`src/rtl/seq_pkg.sv`:
```
// Shared types and constants for the 1011 pattern transmitter and its reference monitor.
package seq_pkg;

   typedef enum logic [1:0] {
      IDLE,
      SHIFT,
      GAP
   } state_t;

   localparam logic [3:0] PATTERN = 4'b1011;
   localparam int         PAT_LEN = 4;

endpackage

```
`src/rtl/pattern_match_monitor.sv`:
```
// Watches a serial line and counts every overlapping occurrence of PATTERN (saturating).
module pattern_match_monitor
   import seq_pkg::*;
#(
   parameter int CNT_W = 16
) (
   input  logic             clk,
   input  logic             reset,
   input  logic             bit_in,
   input  logic             clr_count,
   output logic             match_pulse,
   output logic [CNT_W-1:0] match_count
);

   logic [PAT_LEN-2:0] hist;

   // bit_in is the value about to be registered onto the line, so the pulse lands with that bit.
   always_ff @(posedge clk or posedge reset) begin
      if (reset) begin
         hist        <= '0;
         match_pulse <= 1'b0;
         match_count <= '0;
      end else begin
         hist        <= {hist[PAT_LEN-3:0], bit_in};
         match_pulse <= ({hist, bit_in} == PATTERN);
         if (clr_count)
            match_count <= '0;
         else if (match_pulse && (match_count != {CNT_W{1'b1}}))
            match_count <= match_count + CNT_W'(1);
      end
   end

endmodule

```
`src/rtl/seq_pattern_tx.sv`:
```
// Parallel-to-serial MSB-first transmitter with optional inter-word gap and an embedded 1011 counter.
module seq_pattern_tx
   import seq_pkg::*;
#(
   parameter int WIDTH      = 8,
   parameter int GAP_CYCLES = 0,
   parameter int CNT_W      = 16
) (
   input  logic             clk,
   input  logic             reset,
   input  logic [WIDTH-1:0] din,
   input  logic             din_valid,
   output logic             din_ready,
   output logic             x_out,
   output logic             x_valid,
   output logic             busy,
   input  logic             clr_count,
   output logic             match_pulse,
   output logic [CNT_W-1:0] match_count
);

   localparam int BW = (WIDTH > 2) ? $clog2(WIDTH) : 1;

   state_t           state, state_next;
   logic [WIDTH-1:0] shift_reg, shift_next;
   logic [BW-1:0]    bit_cnt, bit_next;
   logic [3:0]       gap_cnt, gap_next;
   logic             x_next, valid_next, load, hs;

   // A word is accepted on din_valid & din_ready; ready depends only on state and counters.
   always_comb begin
      din_ready = 1'b0;
      case (state)
         IDLE:    din_ready = 1'b1;
         SHIFT:   din_ready = (bit_cnt == '0) && (GAP_CYCLES == 0);
         GAP:     din_ready = (gap_cnt == '0);
         default: din_ready = 1'b0;
      endcase
   end

   assign hs = din_valid & din_ready;

   always_comb begin
      state_next = state;
      shift_next = shift_reg;
      bit_next   = bit_cnt;
      gap_next   = gap_cnt;
      x_next     = 1'b0;
      valid_next = 1'b0;
      load       = 1'b0;
      case (state)
         IDLE: load = hs;
         SHIFT: begin
            if (bit_cnt != '0) begin
               x_next     = shift_reg[WIDTH-1];
               valid_next = 1'b1;
               shift_next = {shift_reg[WIDTH-2:0], 1'b0};
               bit_next   = bit_cnt - BW'(1);
            end else if (GAP_CYCLES > 0) begin
               state_next = GAP;
               gap_next   = 4'(GAP_CYCLES - 1);
            end else if (hs) begin
               load = 1'b1;
            end else begin
               state_next = IDLE;
            end
         end
         GAP: begin
            if (gap_cnt != '0)
               gap_next = gap_cnt - 4'd1;
            else if (hs)
               load = 1'b1;
            else
               state_next = IDLE;
         end
         default: state_next = IDLE;
      endcase
      // Loading puts the MSB on the line next cycle and keeps the remaining bits left-aligned.
      if (load) begin
         state_next = SHIFT;
         x_next     = din[WIDTH-1];
         valid_next = 1'b1;
         shift_next = {din[WIDTH-2:0], 1'b0};
         bit_next   = BW'(WIDTH - 1);
      end
   end

   always_ff @(posedge clk or posedge reset) begin
      if (reset) begin
         state     <= IDLE;
         shift_reg <= '0;
         bit_cnt   <= '0;
         gap_cnt   <= '0;
         x_out     <= 1'b0;
         x_valid   <= 1'b0;
         busy      <= 1'b0;
      end else begin
         state     <= state_next;
         shift_reg <= shift_next;
         bit_cnt   <= bit_next;
         gap_cnt   <= gap_next;
         x_out     <= x_next;
         x_valid   <= valid_next;
         busy      <= (state_next != IDLE);
      end
   end

   pattern_match_monitor #(
      .CNT_W(CNT_W)
   ) u_monitor (
      .clk        (clk),
      .reset      (reset),
      .bit_in     (x_next),
      .clr_count  (clr_count),
      .match_pulse(match_pulse),
      .match_count(match_count)
   );

endmodule

```
`config.mk`:
```
export PLATFORM = sky130hd
export DESIGN_NAME = seq_pattern_tx
export DESIGN_NICKNAME = d
export VERILOG_FILES = /design/src/rtl/seq_pkg.sv /design/src/rtl/pattern_match_monitor.sv /design/src/rtl/seq_pattern_tx.sv
export SDC_FILE = /design/constraint.sdc
export NUM_CORES = 1
export LEC_CHECK = 0
export CORE_AREA = 2 2 52 74
export DETAILED_ROUTE_END_ITERATION = 8
export DIE_AREA = 0 0 54 76
export DONT_BUFFER_PORTS = 1
export PLACE_DENSITY = 0.76
export SLEW_MARGIN = 10
export SYNTH_ARGS = -nofsm -noshare
export SYNTH_HDL_FRONTEND = slang
export SYNTH_SLANG_ARGS = --single-unit
```
`constraint.sdc`:
```
create_clock -name clk -period 3.1 [get_ports clk]
set_input_delay 0.62 -clock clk [delete_from_list [all_inputs] [get_ports clk]]
set_output_delay 0.62 -clock clk [all_outputs]
set_load 0.01 [all_outputs]
```
==> results of run 1 <==
-- where the power goes --
| part | switching, mW | leakage (nW) | internal, mW |
|---|---|---|---|
| Sequential | 0.0692 | 0.500 | 0.590 |
| Combinational | 0.145 | 0.303 | 0.112 |
| Clock | 0.163 | 0.0383 | 0.155 |
-- final cells by class --
class,instances,share of cell area (%)
sequential,38,47.6
timing repair buffer,1,0.376
inverter,10,1.88
multi-input combinational,132,43.7
clock buffer,7,3.82
tap,42,2.63
-- layer usage --
layer  share of wire (%)  vias to the layer above  track usage [%]
met5                   0                        -                0
met4                 1.8                        0             11.5
met3                 5.7                        5             3.73
met2                  53                       49             34.1
met1                  39                      721             23.5
li1                    -                      684                -
-- worst max-delay path: cells and delay by family, from the launching register on --
family | cells | cell delay, ns
fa+ha+maj | 1 | 0.17
simple gates | 1 | 0.49
buf+inv | 1 | 0.10
compound gates | 1 | 0.37
flops | 1 | 0.41
-- stage by stage --
| stage | power [mW] | area [sq um] | cells | util [%] | hold WS (ns) |
|---|---|---|---|---|---|
| after floorplan | 0.875 | 1880 | 185 | - | 0.347 |
| after global placement | 0.915 | 1920 | 223 | 54.7 | 0.361 |
| after detailed placement | 0.928 | 1920 | 223 | 54.7 | 0.366 |
| after CTS | 1.24 | 2000 | 230 | 56.8 | 0.344 |
| after global routing | 1.31 | 2000 | 230 | 56.8 | 0.372 |
| final | 1.23 | 2000 | 230 | 56.8 | 0.327 |
-- synthesized netlist by cell type, types with 3 or more instances --
library cell               instances
sky130_fd_sc_hd__a21oi_1          13
sky130_fd_sc_hd__a22oi_1           3
sky130_fd_sc_hd__clkbuf_1          3
sky130_fd_sc_hd__dfrtp_1          38
sky130_fd_sc_hd__ha_1              5
sky130_fd_sc_hd__inv_1            10
sky130_fd_sc_hd__mux2_2            3
sky130_fd_sc_hd__mux2i_1           5
sky130_fd_sc_hd__nand2_1          23
sky130_fd_sc_hd__nand2b_1          3
sky130_fd_sc_hd__nand3_1           6
sky130_fd_sc_hd__nor2_1            4
sky130_fd_sc_hd__nor2b_1           4
sky130_fd_sc_hd__nor4_1            5
sky130_fd_sc_hd__o21ai_0          11
sky130_fd_sc_hd__o31ai_1           6
sky130_fd_sc_hd__or3_1             4
sky130_fd_sc_hd__or4_1             6
sky130_fd_sc_hd__xnor2_1           3
-- worst max path at each step --
stage                                        to  slack (ns)  depth (start not counted)
after floorplan                       din_ready        1.08                          4
after detailed placement  u_monitor.match_pulse        0.69                          6
after global routing      u_monitor.match_pulse        0.51                          6
after CTS                             din_ready        0.65                          4
final                                 din_ready        0.65                          4
after global placement    u_monitor.match_pulse        0.79                          6
-- cell families after synthesis --
logic type / after synthesis / share of synthesized area (%)
DFF: 38 / 50.6
and+or+nand+nor: 73 / 22.2
xor gates and xnor gates: 4 / 1.86
buffers and inverters: 15 / 3.06
AOI/OAI and AO/OA: 41 / 13.9
adders and majority gates: 5 / 3.33
muxes: 9 / 5.06
-- cell usage in the layout (no fill, tap or decap), types with 6 or more instances in the layout --
cell type,n
sky130_fd_sc_hd__nand3_1,6
sky130_fd_sc_hd__nand2_1,23
sky130_fd_sc_hd__o31ai_1,6
sky130_fd_sc_hd__inv_1,10
sky130_fd_sc_hd__or4_1,6
sky130_fd_sc_hd__dfrtp_1,38
sky130_fd_sc_hd__o21ai_0,11
sky130_fd_sc_hd__a21oi_1,13
==> PnR_summary.wiki, run 1 <==
{| class="wikitable"
! Metric !! Value
|-
| Cell count of the worst reg-to-reg path || 6
|-
| Flop and latch count out of synthesis || 38
|-
| Die height || 76 um
|-
| CTS Hold Bufs || 0
|-
| Worst vdd rail ir drop || 0.494 mV
|-
| LEAKAGE || 0.841 nW
|-
| Post-synth EDFFs || 0
|-
| Required time reported for the critical path endpoint || 2.48 ns
|-
| Number of nets produced by synthesis || 202
|-
| Worst setup path category || reg -> out
|-
| Width of the chip || 54 um
|-
| Maximum clock skew at final layout || 0.00750 ns
|-
| Register-to-Register Setup Slack || 0.67 ns
|-
| Cell Pwr Density || 618 nW/um^2
|-
| # rows || 26
|-
| Hold Violations, Final || 0
|-
| Crit-path max FO || 3
|-
| H-tree Lvls || 2
|-
| Total Routing Usage GR || 20.5%
|-
| Arrival time of data at the critical path endpoint || 1.83 ns
|-
| Distinct cell type count after synthesis || 42
|-
| Max-slew violation total from the final report || 0
|-
| Clock tree from TritonCTS || yes
|-
| Post-cts resize count || 0
|-
| Per-cell routed wire length || 16.4 um
|-
| Hpwl dp || 2660 um
|-
| Post-synth top flop || sky130_fd_sc_hd__dfrtp_1
|-
| Max-slew headroom || 45.0%
|-
| Post-synthesis average cell area || 10.2 sq um
|-
| I/O pin count || 33
|-
| Actual transition at the worst max-transition pin || 0.825 ns
|-
| Worst reg2reg path endpoint || u_monitor.match_pulse
|-
| Initial cell density of the core || 53.5%
|-
| Antenna viol nets, final || 0
|-
| CP startpoint kind || flip-flop
|-
| Number of flip-flops in the largest register || 16
|-
| Run status || completed
|-
| Later-pin clock latency in the skew report || 0.29 ns
|-
| Post-detailed-route via-to-cell ratio || 6.34
|-
| Area growth from synthesis to final layout || 6.19%
|-
| Clk Tree Root Cell || sky130_fd_sc_hd__clkbuf_8
|-
| Shortest period the worst path allows || 2.45 ns
|-
| Count of input and output buffers || 0
|-
| Drt initial violations || 54
|-
| Number of antenna violations at the first check in global routing || 0
|-
| Register clock-pin slew on the reported worst setup and hold paths || 0.07 ns
|-
| Share of the yosys chip area belonging to registers || 50.6%
|-
| Setup slack after layout || 0.651 ns
|-
| Routed via count || 1459
|-
| Remaining design rule violation count || 0
|-
| Area used by sequential logic in the layout || 951 sq um
|-
| Std-Cell Core Area || 3510 sq um
|-
| Number of warning messages in the yosys log || 0
|-
| Peak per-stage delay on the critical path || 0.49 ns
|-
| Max Fclk || 0.408 GHz
|-
| Via count of the first global-routing pass || 1447
|-
| Setup Buffers After CTS || 0
|-
| Fill count || 307
|-
| Worst setup slack before clock tree synthesis || 0.686 ns
|-
| Setup crit end kind || output pin
|-
| Fraction of registers with async set or reset after synthesis || 100%
|-
| Cell types with the largest area share after synthesis || sky130_fd_sc_hd__dfrtp_1 51%, sky130_fd_sc_hd__nand2_1 4.6%, sky130_fd_sc_hd__a21oi_1 3.5%
|-
| Diodes inserted || 0
|-
| Post-detailed-routing wire length || 3760 um
|-
| Total negative slack for setup checks || 0 ns
|-
| Global-route wire length before repair || 6220 um
|-
| Hold/Removal Path Class || in -> async
|-
| Multi-input gate area || 872 sq um
|-
| Die Area || 4100 sq um
|-
| Gate count of the mapped netlist || 185
|-
| Final weighted congestion in routability-driven placement || 0.758
|-
| Nets || 205
|-
| Library cell with the largest summed area after synthesis || sky130_fd_sc_hd__dfrtp_1
|-
| Largest net degree at the start of global routing || 39
|-
| Launch instance of the worst register-to-register path || gap_cnt[0]
|-
| TritonRoute pass-1 iters || 4
|-
| Final setup violation count || 0
|-
| Worst path slowest cell || sky130_fd_sc_hd__or3b_2
|-
| Clk buf depth || 2
|-
| Total overflow reported by the global router || 0
|-
| Clock sinks || 38
|-
| Tcrit/Tclk final || 79.0%
|-
| Share of cells above drive strength 1 || 9.04%
|-
| Top cell type's share of synthesized area || 50.6%
|-
| Launching instance or port of the critical path || gap_cnt[0]
|-
| Cell chain of the critical path || inv_1 > ha_1 > or3b_2 > a22oi_1
|-
| Setup repair after global routing missed its margin || no
|-
| Number of CTS-inserted buffers || 5
|-
| Max capacitance violation total || 0
|-
| Cell area after technology mapping || 1880 sq um
|}
Power figures use the tool's default switching activity.
==> inputs of run 2 (changes only) <==
Settings changed: PLACE_DENSITY 0.76 to 0.79.
Clock period 3.1 ns to 2.2 ns, I/O delays scaled along.
==> run 2 against run 1 <==
Power grew 43%; largest cell class unchanged; via count increased by 3.5%; largest power group unchanged; highest routed layer unchanged; sequential cell count did not move; critical endpoint unchanged.
==> PnR_summary.wiki, run 2 (same netlist as run 1, synthesis figures left out) <==
{| class="wikitable"
! Metric !! Value
|-
| Cell Pwr Density || 848 nW/um^2 (+37%)
|-
| Hpwl dp || 3000 um (+13%)
|-
| Final setup violation count || 0 (unchanged)
|-
| Post-detailed-routing wire length || 4160 um (+10%)
|-
| Final core utilization || 59.2% (+2.4 points)
|-
| Timing endpoint of the critical path || din_ready
|-
| Number of CTS-inserted buffers || 5 (unchanged)
|-
| GRT Max-Usage Layer || met2
|-
| Std-Cell Core Area || 3510 sq um (unchanged)
|-
| Area growth from synthesis to final layout || 10.6%
|-
| Die Area || 4100 sq um (unchanged)
|-
| Worst reg2reg path endpoint || u_monitor.match_count[13]
|-
| Setup Buffers After CTS || 0 (unchanged)
|-
| Routed via count || 1510 (+3.5%)
|-
| Worst setup path category || reg -> out
|-
| Number of antenna violations at the first check in global routing || 0 (unchanged)
|-
| Fill count || 317 (+3.3%)
|-
| Max-slew violation total from the final report || 0 (unchanged)
|-
| Drt initial violations || 34 (-37%)
|-
| Width of the chip || 54 um (unchanged)
|-
| Register clock-pin slew on the reported worst setup and hold paths || 0.07 ns (about the same)
|-
| Run status || completed
|-
| Register-to-Register Setup Slack || 0.27 ns (-0.40 ns)
|-
| Count of input and output buffers || 0 (unchanged)
|-
| Launch instance of the worst register-to-register path || u_monitor.match_count[7]
|-
| GR Util met3 || 7.06% (+3.3 points)
|-
| Hold/Removal Path Class || in -> async
|-
| I/O pin count || 33 (unchanged)
|-
| Global-route wire length before repair || 6720 um (+8.1%)
|-
| Setup crit end kind || output pin
|-
| LEAKAGE || 0.893 nW (+6.2%)
|-
| CTS Hold Bufs || 0 (unchanged)
|-
| Antenna viol nets, final || 0 (unchanged)
|-
| Clock tree from TritonCTS || yes
|-
| Largest net degree at the start of global routing || 39 (unchanged)
|-
| Number of flip-flops in the largest register || 16 (unchanged)
|-
| Worst vdd rail ir drop || 0.693 mV (+40%)
|-
| Actual transition at the worst max-transition pin || 0.533 ns (-0.292 ns)
|-
| Final weighted congestion in routability-driven placement || 0.758 (about the same)
|-
| Remaining design rule violation count || 0 (unchanged)
|-
| TritonRoute pass-1 iters || 5 (+1)
|-
| Clk buf depth || 2 (unchanged)
|-
| # rows || 26 (unchanged)
|-
| Initial cell density of the core || 53.5% (unchanged)
|-
| Tcrit/Tclk final || 95.4%
|-
| Total negative slack for setup checks || 0 ns (unchanged)
|-
| Cell count of the worst reg-to-reg path || 4 (-2)
|-
| Maximum clock skew at final layout || 0.00947 ns (+0.00197 ns)
|-
| Max Fclk || 0.477 GHz
|-
| Clock sinks || 38 (unchanged)
|-
| Nets || 215 (+4.9%)
|-
| Die height || 76 um (unchanged)
|-
| Crit-path max FO || 2 (-1)
|-
| Per-cell routed wire length || 17.3 um (+5.8%)
|-
| Share of cells above drive strength 1 || 14.1% (+5.1 points)
|-
| Shortest period the worst path allows || 2.10 ns
|-
| Max-slew headroom || 64.1% (+19 points)
|-
| Diodes inserted || 0 (unchanged)
|-
| Post-detailed-route via-to-cell ratio || 6.29 (-0.82%)
|-
| H-tree Lvls || 2 (unchanged)
|-
| Required time reported for the critical path endpoint || 1.76 ns (-0.72 ns)
|-
| Total overflow reported by the global router || 0 (unchanged)
|-
| Most frequent cells in the layout || 38 x sky130_fd_sc_hd__dfrtp_1, 23 x sky130_fd_sc_hd__nand2_1, 13 x sky130_fd_sc_hd__a21oi_1, 11 x sky130_fd_sc_hd__o21ai_0, 11 x sky130_fd_sc_hd__buf_4
|-
| Setup repair after global routing missed its margin || no
|-
| Total Routing Usage GR || 22.1% (+1.6 points)
|-
| Met1 GRT Util || 23.2% (-0.29 points)
|-
| CP startpoint kind || flip-flop
|-
| Arrival time of data at the critical path endpoint || 1.66 ns (-0.17 ns)
|-
| Max capacitance violation total || 0 (unchanged)
|-
| Hold Violations, Final || 0 (unchanged)
|-
| Via count of the first global-routing pass || 1517 (+4.8%)
|-
| Clk Tree Root Cell || sky130_fd_sc_hd__clkbuf_8
|-
| Later-pin clock latency in the skew report || 0.29 ns (about the same)
|-
| Most common library cell in the layout ignoring fill and taps || sky130_fd_sc_hd__dfrtp_1
|-
| Launching instance or port of the critical path || bit_cnt[0]
|-
| Met2 track demand over resource in global routing || 39.5% (+5.4 points)
|}
[run 2: area by class of cell]
class                           instances  area, sq um  area share [%]
Clock buffer                            7         76.3            3.67
Inverter                               10         37.5            1.81
Multi-Input combinational cell        132          880            42.3
Sequential cell                        38          951            45.7
Tap cell                               42         52.6            2.53
Timing Repair Buffer                   11         82.6            3.97
[run 2: worst min path at each step]
stage                                 start                       end  cells past startpoint
final                                 reset         u_monitor.hist[2]                      2
after global routing                  reset                  state[1]                      2
after CTS                             reset  u_monitor.match_count[7]                      2
after detailed placement  u_monitor.hist[1]         u_monitor.hist[2]                      0
after global placement    u_monitor.hist[1]         u_monitor.hist[2]                      0
after floorplan           u_monitor.hist[1]         u_monitor.hist[2]                      0
[run 2: per-layer routing]
layer  vias to the layer above  wire length, um  part of all wire, %
met5                         -                0                    0
met4                         0               53                  1.3
met3                         7              237                  5.7
met2                        48             2340                   56
met1                       752             1520                   37
li1                        703                -                    -
[run 2: timing repair]
| action | 4_1_cts | 5_1_grt |
|---|---|---|
| hold endpoints to repair | 0 | 0 |
| resized for setup | 1 | 1 |
| endpoints found under the setup margin | 1 | 1 |
| pin swaps | 1 | 1 |
| gates cloned | 0 | 0 |
[run 2: metrics by stage]
stage	cells	total power, mW	worst slack, ns	hold slack (ns)	cell area (sq um)
2_1_floorplan	185	1.23	0.204	0.347	1880
3_3_place_gp	233	1.30	0.302	0.358	2000
3_5_place_dp	233	1.33	0.194	0.366	2000
4_1_cts	240	1.77	0.0223	0.156	2080
5_1_grt	240	1.88	0.0246	0.188	2080
6_report	240	1.76	0.101	0.146	2080
[run 2: power by group]
| group | internal [mW] | total, mW | leakage, nW | switching, mW |
|---|---|---|---|---|
| clock network | 0.218 | 0.450 | 0.0383 | 0.232 |
| logic | 0.167 | 0.380 | 0.355 | 0.214 |
| registers | 0.831 | 0.932 | 0.500 | 0.101 |
[run 2: worst max-delay path: stages, from the launching register on]
cell,delay (ns)
sky130_fd_sc_hd__dfrtp_1,0.39
sky130_fd_sc_hd__inv_1,0.09
sky130_fd_sc_hd__ha_1,0.16
sky130_fd_sc_hd__or3b_2,0.49
sky130_fd_sc_hd__a22oi_2,0.25
==> inputs of run 3 (changes only) <==
Settings changed: CORE_AREA 2 2 52 74 to 2 2 55 78, DIE_AREA 0 0 54 76 to 0 0 57 80, PLACE_DENSITY 0.79 to 0.66.
==> run 3 against run 2 <==
Utilization down 4.8 points; combinational power about the same; sequential share of layout area down 0.36 points; cell count unchanged; largest cell class unchanged; largest power group unchanged; highest routed layer unchanged.
==> PnR_summary.wiki, run 3 (same netlist as run 1, synthesis figures left out) <==
{| class="wikitable"
! Metric !! Value
|-
| Post-detailed-route via-to-cell ratio || 6.19 (-1.6%)
|-
| Clock tree from TritonCTS || yes
|-
| Most common library cell in the layout ignoring fill and taps || sky130_fd_sc_hd__dfrtp_1
|-
| Number of CTS-inserted buffers || 5 (unchanged)
|-
| Max capacitance violation total || 0 (unchanged)
|-
| Diodes inserted || 0 (unchanged)
|-
| Setup repair after global routing missed its margin || no
|-
| Die height || 80 um (+5.3%)
|-
| Fill count || 346 (+9.1%)
|-
| Largest net degree at the start of global routing || 39 (unchanged)
|-
| Setup crit end kind || output pin
|-
| Register clock-pin slew on the reported worst setup and hold paths || 0.07 ns (about the same)
|-
| Via count of the first global-routing pass || 1590 (+4.8%)
|-
| Total placed instance area || 1980 sq um (-0.69%)
|-
| Post-detailed-routing wire length || 3960 um (-4.7%)
|-
| Width of the chip || 57 um (+5.6%)
|-
| Antenna viol nets, final || 0 (unchanged)
|-
| Worst vdd rail ir drop || 0.608 mV (-12%)
|-
| Initial cell density of the core || 48.8% (-4.7 points)
|-
| Later-pin clock latency in the skew report || 0.29 ns (about the same)
|-
| Actual transition at the worst max-transition pin || 0.555 ns (+0.0218 ns)
|-
| Max Fclk || 0.482 GHz (+1.2%)
|-
| Hold/Removal Path Class || in -> async
|-
| Total Routing Usage GR || 19.3% (-2.8 points)
|-
| Std-Cell Core Area || 3850 sq um (+9.6%)
|-
| Drt initial violations || 71 (+110%)
|-
| Run status || completed
|-
| Worst setup slack before clock tree synthesis || 0.178 ns (-0.0164 ns)
|-
| Global-route wire length before repair || 6840 um (+1.7%)
|-
| Count of input and output buffers || 0 (unchanged)
|-
| Cell Pwr Density || 899 nW/um^2 (+6.1%)
|-
| H-tree Lvls || 2 (unchanged)
|-
| Final setup violation count || 0 (unchanged)
|-
| Nets || 213 (-0.93%)
|-
| TritonRoute pass-1 iters || 4 (-1)
|-
| CTS Hold Bufs || 0 (unchanged)
|-
| Worst setup path category || reg -> out
|-
| Total overflow reported by the global router || 0 (unchanged)
|-
| Hold Violations, Final || 0 (unchanged)
|-
| Final weighted congestion in routability-driven placement || 0.885 (+17%)
|-
| I/O pin count || 33 (unchanged)
|-
| Register-to-Register Setup Slack || 0.24 ns (-0.03 ns)
|-
| Per-cell routed wire length || 16.5 um (-4.7%)
|-
| Clock sinks || 38 (unchanged)
|-
| Shortest period the worst path allows || 2.07 ns (-0.0245 ns)
|-
| Area used by sequential logic in the layout || 951 sq um (unchanged)
|-
| Number of flip-flops in the largest register || 16 (unchanged)
|-
| Share of cells above drive strength 1 || 13.7% (-0.44 points)
|-
| # rows || 27 (+3.8%)
|-
| Launch instance of the worst register-to-register path || u_monitor.match_count[11]
|-
| Tcrit/Tclk final || 94.3% (-1.1 points)
|-
| Required time reported for the critical path endpoint || 1.76 ns (about the same)
|-
| Setup slack after layout || 0.126 ns (+0.0245 ns)
|-
| Clk buf depth || 2 (unchanged)
|-
| Worst reg2reg path endpoint || u_monitor.match_count[15]
|-
| Most frequent cells in the layout || 38 x sky130_fd_sc_hd__dfrtp_1, 23 x sky130_fd_sc_hd__nand2_1, 13 x sky130_fd_sc_hd__a21oi_1, 11 x sky130_fd_sc_hd__o21ai_0, 10 x sky130_fd_sc_hd__inv_1
|-
| Setup Buffers After CTS || 0 (unchanged)
|-
| CP startpoint kind || flip-flop
|-
| Crit-path max FO || 2 (unchanged)
|-
| Max-slew violation total from the final report || 0 (unchanged)
|-
| LEAKAGE || 0.896 nW (+0.36%)
|-
| Launching instance or port of the critical path || bit_cnt[0]
|-
| Maximum clock skew at final layout || 0.00679 ns (-0.00268 ns)
|-
| Total negative slack for setup checks || 0 ns (unchanged)
|-
| Max-slew headroom || 62.6% (-1.5 points)
|-
| Clk Tree Root Cell || sky130_fd_sc_hd__clkbuf_8
|-
| Hpwl dp || 2890 um (-3.7%)
|-
| Area growth from synthesis to final layout || 11.4%
|-
| Routed via count || 1486 (-1.6%)
|-
| Multi-input gate area || 880 sq um (unchanged)
|-
| Cell count of the worst reg-to-reg path || 4 (unchanged)
|-
| Remaining design rule violation count || 0 (unchanged)
|-
| Area of all placed cells without fillers || 2100 sq um (+0.78%)
|-
| Number of antenna violations at the first check in global routing || 0 (unchanged)
|-
| Die Area || 4560 sq um (+11%)
|-
| Arrival time of data at the critical path endpoint || 1.63 ns (-0.03 ns)
|}
==> run 3: cell count changes in the layout (fill, tap and decap cells not counted), sizes merged <==
cell,change
bufinv,+1
buf,-2
==> run 3: metrics by stage <==
step	std cells	total power, mW	hold slack [ns]	util (%)
final	240	1.88	0.144	54.4
after detailed placement	232	1.32	0.361	51.5
after floorplan	185	1.23	0.347	-
after global placement	232	1.30	0.357	51.5
after CTS	240	1.92	0.162	54.4
after global routing	240	2.02	0.184	54.4
==> run 3: worst max-delay path by stage <==
| stage | slack, ns | endpoint | cells past startpoint |
|---|---|---|---|
| floorplan | 0.20 | shift_reg[1] | 6 |
| finish | 0.13 | din_ready | 4 |
| CTS | 0.02 | din_ready | 4 |
| detailed placement | 0.18 | shift_reg[7] | 7 |
| global route | 0.05 | din_ready | 4 |
| global placement | 0.28 | shift_reg[7] | 7 |
==> run 3: cell type report <==
cell class	instances	share of cell area, %
Sequential cell	38	45.4
Multi-Input combinational cell	132	42.0
Clock buffer	7	3.64
Timing Repair Buffer	9	3.22
Tap cell	43	2.57
Inverter	10	1.79
Clock inverter	1	1.43
==> run 3: critical path, stage by stage (launching register included) <==
cell and delay, ns:
sky130_fd_sc_hd__dfrtp_1 0.39, sky130_fd_sc_hd__inv_1 0.08, sky130_fd_sc_hd__ha_1 0.16, sky130_fd_sc_hd__or3b_2 0.49
sky130_fd_sc_hd__a22oi_2 0.23
==> run 3: repair_timing <==
item / in CTS / in global routing
pin swaps: 1 / 1
resized for setup: 1 / 1
endpoints found under the setup margin: 1 / 1
==> run 3: report_power, final <==
part | total (mW) | internal (mW) | switching, mW | leakage, nW
clock network | 0.574 | 0.339 | 0.235 | 0.0524
registers | 0.930 | 0.831 | 0.0993 | 0.500
logic | 0.381 | 0.167 | 0.214 | 0.344
==> run 3: per-layer routing <==
metal	up-vias	track usage (%)	share of wire (%)
met3	10	6.00	5.4
li1	708	-	-
met5	-	0	0
met2	49	35.3	57
met1	719	19.8	36
met4	0	8.37	2.1
